===== src/rtl/mem_access_unit.sv =====
// Memory access unit: serialises fetch / load / store requests from a multicycle control FSM onto a single memory port.
// Latency: request cycle -> BUSY (>=1 cycle, until mem_ready or TIMEOUT wait cycles) -> one DONE cycle; minimum 2 cycles to DONE.
// Backpressure: Stall holds the control FSM from the request cycle through BUSY; DONE releases it for exactly one cycle.
module mem_access_unit #(
   parameter int TIMEOUT = 255,
   parameter int AW      = 16
) (
   input  logic          CLK,
   input  logic          Reset,
   input  logic          IRWrite,
   input  logic          MemR,
   input  logic          MemW,
   input  logic          IoD,
   input  logic [AW-1:0] PC,
   input  logic [AW-1:0] ALUOut,
   input  logic [15:0]   WriteData,
   input  logic [15:0]   mem_rdata,
   input  logic          mem_ready,
   output logic [AW-1:0] mem_addr,
   output logic [15:0]   mem_wdata,
   output logic          mem_req,
   output logic          mem_we,
   output logic [15:0]   IR,
   output logic [15:0]   MDR,
   output logic [6:0]    ctrl_field,
   output logic          Stall,
   output logic          err
);

   typedef enum logic [1:0] {
      S_IDLE = 2'd0,
      S_BUSY = 2'd1,
      S_DONE = 2'd2
   } state_t;

   // Last wait-counter value before the abort: the TIMEOUT-th idle BUSY cycle ends the access.
   localparam logic [7:0] WAIT_LAST = 8'(TIMEOUT - 1);

   state_t        state_q, state_d;
   logic [AW-1:0] addr_q, addr_d;
   logic [15:0]   wdata_q, wdata_d;
   logic [15:0]   ir_q, ir_d;
   logic [15:0]   mdr_q, mdr_d;
   logic          we_q, we_d;
   logic          fetch_q, fetch_d;
   logic          err_q, err_d;
   logic [7:0]    wait_q, wait_d;

   logic req_any;
   logic req_multi;
   logic timeout_hit;

   assign req_any     = IRWrite | MemR | MemW;
   assign req_multi   = (IRWrite & MemR) | (IRWrite & MemW) | (MemR & MemW);
   assign timeout_hit = (state_q == S_BUSY) && !mem_ready && (wait_q == WAIT_LAST);

   // State register.
   always_ff @(posedge CLK) begin
      if (Reset) begin
         state_q <= S_IDLE;
      end else begin
         state_q <= state_d;
      end
   end

   // Next state: IDLE waits for a request, BUSY for completion or abort, DONE always returns to IDLE.
   always_comb begin
      state_d = state_q;
      case (state_q)
         S_IDLE:  if (req_any) state_d = S_BUSY;
         S_BUSY:  if (mem_ready || timeout_hit) state_d = S_DONE;
         S_DONE:  state_d = S_IDLE;
         default: state_d = S_IDLE;
      endcase
   end

   // FSM outputs: Stall covers the request cycle and BUSY; mem_req is high only in BUSY.
   always_comb begin
      Stall   = 1'b0;
      mem_req = 1'b0;
      case (state_q)
         S_IDLE: Stall = req_any;
         S_BUSY: begin
            Stall   = 1'b1;
            mem_req = 1'b1;
         end
         default: begin
            Stall   = 1'b0;
            mem_req = 1'b0;
         end
      endcase
   end

   // Datapath next state: capture on request, load IR/MDR on read completion, count waits, raise err.
   always_comb begin
      addr_d  = addr_q;
      wdata_d = wdata_q;
      we_d    = we_q;
      fetch_d = fetch_q;
      ir_d    = ir_q;
      mdr_d   = mdr_q;
      wait_d  = wait_q;
      err_d   = err_q;
      case (state_q)
         S_IDLE: begin
            if (req_any) begin
               // Only data accesses honour IoD; a lone fetch always uses PC.
               addr_d  = ((MemW | MemR) && IoD) ? ALUOut : PC;
               wdata_d = WriteData;
               we_d    = MemW;
               fetch_d = !MemW && !MemR;
               wait_d  = 8'd0;
               if (req_multi) err_d = 1'b1;
            end
         end
         S_BUSY: begin
            if (mem_ready) begin
               if (!we_q) begin
                  if (fetch_q) ir_d  = mem_rdata;
                  else         mdr_d = mem_rdata;
               end
               we_d = 1'b0;
            end else begin
               wait_d = wait_q + 8'd1;
               if (timeout_hit) begin
                  err_d = 1'b1;
                  we_d  = 1'b0;
               end
            end
         end
         default: begin
            wait_d = wait_q;
         end
      endcase
   end

   // Datapath registers; reset discards any pending access.
   always_ff @(posedge CLK) begin
      if (Reset) begin
         addr_q  <= '0;
         wdata_q <= 16'd0;
         we_q    <= 1'b0;
         fetch_q <= 1'b0;
         ir_q    <= 16'd0;
         mdr_q   <= 16'd0;
         wait_q  <= 8'd0;
         err_q   <= 1'b0;
      end else begin
         addr_q  <= addr_d;
         wdata_q <= wdata_d;
         we_q    <= we_d;
         fetch_q <= fetch_d;
         ir_q    <= ir_d;
         mdr_q   <= mdr_d;
         wait_q  <= wait_d;
         err_q   <= err_d;
      end
   end

   assign mem_addr   = addr_q;
   assign mem_wdata  = wdata_q;
   assign mem_we     = we_q;
   assign IR         = ir_q;
   assign MDR        = mdr_q;
   assign err        = err_q;
   assign ctrl_field = {ir_q[15:12], ir_q[2:0]};

endmodule

===== config.mk =====
export PLATFORM = sky130hd
export DESIGN_NAME = mem_access_unit
export DESIGN_NICKNAME = d
export VERILOG_FILES = /design/src/rtl/mem_access_unit.sv
export SDC_FILE = /design/constraint.sdc
export NUM_CORES = 1
export LEC_CHECK = 0
export CORE_ASPECT_RATIO = 1.5
export CORE_MARGIN = 5
export CORE_UTILIZATION = 55
export CTS_CLUSTER_SIZE = 10
export DETAILED_ROUTE_END_ITERATION = 8
export DONT_BUFFER_PORTS = 1
export PLACE_DENSITY_LB_ADDON = 0.08
export SYNTH_ARGS = -nofsm -noshare
export SYNTH_HDL_FRONTEND = slang
export SYNTH_SLANG_ARGS = --single-unit

===== constraint.sdc =====
create_clock -name CLK -period 4 [get_ports CLK]
set_clock_uncertainty 0.05 [all_clocks]
set_input_delay 0.6 -clock CLK [delete_from_list [all_inputs] [get_ports CLK]]
set_output_delay 0.6 -clock CLK [all_outputs]
set_load 0.05 [all_outputs]

==> metrics.txt, run 1 <==
Worst Path Arrival 1.92 ns; dominant cell type by area after synthesis dfxtp_1; remaining antenna violation count after routing 0; ant diodes 0; CTS resizes 0; Critical Path RT 3.35 ns; Syn Area/Cell 8.89 µm²; fin cells 409; GR Overflow Total 0; Clock Path Buffers 2; Initial Util 57.2%; Via-to-Cell Ratio 5.62; die area 7350 µm²; Comb pwr share 9.9%; H-tree lvl count 3; cts hold-fix bufs 0; EDFF count, synth 0; fin crit share 64.2%; pre-CTS setup slack 1.78 ns; final setup vio count 0; sw power 0.614 mW; Final Critical Period 2.57 ns; Clk Latency, worst-skew pair 0.34 ns; Core Util, Final 59.2%; Sw Share 33.9%; Final nets 407; proportion of netlist area held by the largest area contributor 49.1%; commonest non-fill, non-tap cells in the layout 77 x dfxtp_1, 59 x nor2_1, 54 x nand2_1; mapped cell area 3140 µm²; Post-DP Area 3040 µm²; dpl cells 393; final wirelength 6830 µm; Sink Count 77; CP Max Fanout 9; Post-CTS Setup Bufs 0; leading cell type in the layout, fill and taps excluded dfxtp_1; Post-Syn Instances 353; syn nets 426; Synth Flop Type dfxtp_1; Port Buf Inserts 0; HP Class primary input to flop; Synth cell types 38; io pins 146; drt drc 0; total power 1.81 mW; measured slew at the worst slew-check pin 1.15 ns; Post-DP HPWL 4860 µm; Clk pwr share 32.7%; total CTS buffers 9; initial antenna violation count 0; final count of pins violating max slew 0; mean routed wirelength per cell 16.7 µm; WHS 0.270 ns; dominant cells by area after synthesis dfxtp_1 49%, mux2i_1 10%, nor2_1 7.1%; Critical Path End Type output pin; register share of total power 57.4%; design area 3250 µm²; final worst slack 1.43 ns; Clock Tree Root clkbuf_8; RSZ-0062 raised after global routing false; Die X 71.7 µm; Placer Congestion 0.829; Vias 2297; Worst setup SP type flop; largest net degree at the start of global routing 71; Power Dens Cells 557 nW/µm²; FFs w/ async S/R, synth 0%; Starting DRT DRC Count 114; vias in the first global route 2281; Placeable Area 5490 µm²; Core Rows 33; GRT Util Overall 18.8%; CTS tree built; Yosys Warn Count 0; TNS Setup 0 ns; Worst-path clk slew 0.08 ns; DR pass1 iterations 4; fmax 389 MHz; layout cells sized above 1 7.67%; maximum VDD drop 349 µV; outcome finished, final reports clean; Rel. slew slack 23.1%; die height 103 µm; critical path class flop to output pin; Int Power 1.20 mW; sequential area share after synthesis 49.1%; Max Cap Viol 0; synth-to-layout area growth 3.51%; Leak Pwr 1.34 nW; post-synthesis register bit count 77; Hold Violations, Final 0; first-pass GRT wire length 10900 µm
-- state kept, by name, indices dropped and copies added, names as in the netlist --
signal and count:
IR 16, fetch_q 1, state_q 2, mem_wdata 16, MDR 16, mem_we 1, err 1, wait_q 8
mem_addr 16
-- area by class of cell --
cell class / count / area, µm²
multi-input combinational: 242 / 1400
sequential: 77 / 1540
inverter: 3 / 11.3
tap: 70 / 87.6
clock inverter: 6 / 68.8
clock buffer: 10 / 138
fill: 511 / 2240
timing repair buffer: 1 / 7.51
-- per-layer routing --
metal | vias to the layer above | track usage, % | part of all wire (%)
met2 | 111 | 30.7 | 49
met5 | - | 0 | 0
li1 | 1138 | - | -
met3 | 8 | 9.37 | 13
met4 | 0 | 6.51 | 1.1
met1 | 1040 | 21.2 | 37
-- worst max-delay path: stages (launching register included) --
cell,delay [ns]
dfxtp_1,0.54
or4_4,0.25
nor2b_1,0.79
-- synthesized netlist by cell type (2+ instances only) --
master    instances
nand3_1           3
buf_6             4
a211oi_1         16
nor2_1           59
mux2i_1          32
xor2_1            5
nor3b_2           2
and3_1            2
nand4_1           3
inv_1             3
buf_4            10
nor3_2            2
nand2_1          54
or3_1             2
o21ai_0           3
a21oi_1          39
ha_1              2
and2_1            2
buf_2             7
o21ai_1           2
clkbuf_1          8
dfxtp_1          77
-- power by group through the flow --
stage | registers, mW | logic [mW] | clock network, mW
after floorplan | 1.04 | 0.182 | 0
after global placement | 1.06 | 0.174 | 0
after detailed placement | 1.06 | 0.180 | 0
after CTS | 1.04 | 0.180 | 0.613
after global routing | 1.05 | 0.206 | 0.645
final | 1.04 | 0.179 | 0.593
-- worst paths after layout --
| check | from | endpoint | slack (ns) | cells after the start |
|---|---|---|---|---|
| hold / removal | Reset | IR[3]$_SDFFE_PP0P_ | 0.27 | 1 |
| hold reg to reg | wait_q[7]$_SDFFE_PP0P_ | wait_q[7]$_SDFFE_PP0P_ | 0.45 | 2 |
| setup / recovery | state_q[0]$_SDFFE_PP0P_ | Stall | 1.43 | 2 |
| setup reg to reg | mem_we$_SDFFE_PP0P_ | MDR[12]$_SDFFE_PP0P_ | 1.80 | 4 |
-- logic make-up (layout without fill, tap and decap cells) --
family / after synthesis / count (layout) / synth area share (%)
xor gates and xnor gates: 5 / 5 / 1.39
and+or+nand+nor: 137 / 137 / 19.3
adders and majority gates: 2 / 2 / 0.797
AOI/OAI and AO/OA: 66 / 66 / 12.4
muxes: 32 / 32 / 10.2
DFF: 77 / 77 / 49.1
buffers and inverters: 34 / 20 / 6.85
Note: power is estimated with default switching activity, not from simulation.
==> run 2: changes to the inputs <==
Clock period 4 ns to 2.6 ns, I/O delays scaled along.
==> metrics.txt, run 2 (same netlist as run 1, synthesis figures left out) <==
outcome finished, final reports clean; CP delay by family, top simple AND/OR/NAND/NOR gates; fin crit share 83.4%; io pins 146 (unchanged); HP Class primary input to flop; H-tree lvl count 3 (unchanged); die area 7350 µm² (unchanged); crit path buf inv count 1 (+1); first-pass GRT wire length 10800 µm (-0.82%); Max Cap Viol 0 (unchanged); Starting DRT DRC Count 83 (-27%); Placer Congestion 0.799 (-3.5%); slowest stage delay, CP 0.62 ns (-0.17 ns); Via-to-Cell Ratio 5.54 (-1.4%); ant diodes 0 (unchanged); Critical Path RT 2.16 ns (-1.19 ns); Die X 71.7 µm (unchanged); Sink Count 77 (unchanged); drt drc 0 (unchanged); Vias 2331 (+1.5%); Worst-path clk slew 0.08 ns (about the same); Post-DP HPWL 4900 µm (+0.83%); RSZ-0062 raised after global routing false; CTS resizes 0 (unchanged); Hold Violations, Final 0 (unchanged); Final nets 419 (+2.9%); largest net degree at the start of global routing 71 (unchanged); final setup vio count 0 (unchanged); Leak Pwr 1.40 nW (+5.0%); CP max-delay cell or4_4; vias in the first global route 2277 (-0.18%); Power Dens Cells 849 nW/µm² (+52%); fmax 461 MHz; GRT Util Overall 18.5% (-0.26 points); GR Overflow Total 0 (unchanged); TNS Setup 0 ns (unchanged); remaining antenna violation count after routing 0 (unchanged); design area 3360 µm² (+3.5%); final count of pins violating max slew 0 (unchanged); critical path class flop to output pin; total CTS buffers 9 (unchanged); Core Rows 33 (unchanged); mean routed wirelength per cell 16.1 µm (-3.6%); die height 103 µm (unchanged); CP cell instances or4_4, nor2b_1, buf_4; cts hold-fix bufs 0 (unchanged); Clock Tree Root clkbuf_8; commonest non-fill, non-tap cells in the layout 77 x dfxtp_1, 59 x nor2_1, 54 x nand2_1; Post-CTS Setup Bufs 0 (unchanged); final wirelength 6770 µm (-0.79%); Initial Util 57.2% (unchanged); Clock Path Buffers 2 (unchanged); Post-DP Area 3150 µm² (+3.4%); Placeable Area 5490 µm² (unchanged); initial antenna violation count 0 (unchanged); measured slew at the worst slew-check pin 0.970 ns (-0.179 ns); FILL cells 500 (-2.2%); synth-to-layout area growth 7.09%; Critical Path End Type output pin; CP Max Fanout 9 (unchanged); CTS tree built; Port Buf Inserts 0 (unchanged); leading cell type in the layout, fill and taps excluded dfxtp_1; layout cells sized above 1 10.3% (+2.6 points); Rel. slew slack 35.3% (+12 points); Final Critical Period 2.17 ns; Worst setup SP type flop; maximum VDD drop 438 µV (+25%); DR pass1 iterations 4 (unchanged); Clk Latency, worst-skew pair 0.34 ns (about the same); Worst Path Arrival 1.73 ns (-0.19 ns)
-- run 2: final cells by class --
class,count,area [µm²],area share [%]
clock buffer,11,131,3.91
clock inverter,5,85.1,2.53
inverter,3,11.3,0.335
multi-input combinational,242,1400,41.5
sequential,77,1540,45.9
tap,70,87.6,2.61
timing repair buffer,13,110,3.28
-- run 2: path summary, 6_finish.rpt --
| path | from | end | slack [ns] | cells past startpoint |
|---|---|---|---|---|
| max | state_q[0]$_SDFFE_PP0P_ | Stall | 0.43 | 3 |
| min | Reset | mem_wdata[10]$_SDFFE_PP0N_ | 0.06 | 1 |
| max reg2reg | mem_we$_SDFFE_PP0P_ | IR[8]$_SDFFE_PP0P_ | 0.79 | 4 |
| min reg2reg | wait_q[7]$_SDFFE_PP0P_ | wait_q[7]$_SDFFE_PP0P_ | 0.45 | 2 |
-- run 2: per-stage QoR --
| stage | cells | total power [mW] | utilization (%) | hold WS, ns | setup WS [ns] |
|---|---|---|---|---|---|
| 2_1_floorplan | 353 | 1.88 | - | 0.413 | 0.670 |
| 3_3_place_gp | 405 | 1.92 | 57.3 | 0.415 | 0.799 |
| 6_report | 421 | 2.86 | 61.2 | 0.0624 | 0.432 |
| 4_1_cts | 421 | 2.89 | 61.2 | 0.0408 | 0.412 |
| 5_1_grt | 421 | 2.98 | 61.2 | 0.0299 | 0.362 |
| 3_5_place_dp | 405 | 1.93 | 57.3 | 0.417 | 0.767 |
-- run 2: where the power goes --
part	switching [mW]	total, mW	internal, mW
clock network	0.418	0.963	0.545
logic	0.177	0.301	0.124
registers	0.331	1.59	1.26
total	0.926	2.86	1.93
-- run 2: per-layer routing --
metal  vias to the layer above  part of all wire, %  track usage (%)
met5                         -                    0                0
met4                         0                  1.2             6.51
met3                         8                   12             8.98
met2                       107                   49             30.0
met1                      1050                   38             21.3
li1                       1166                    -                -
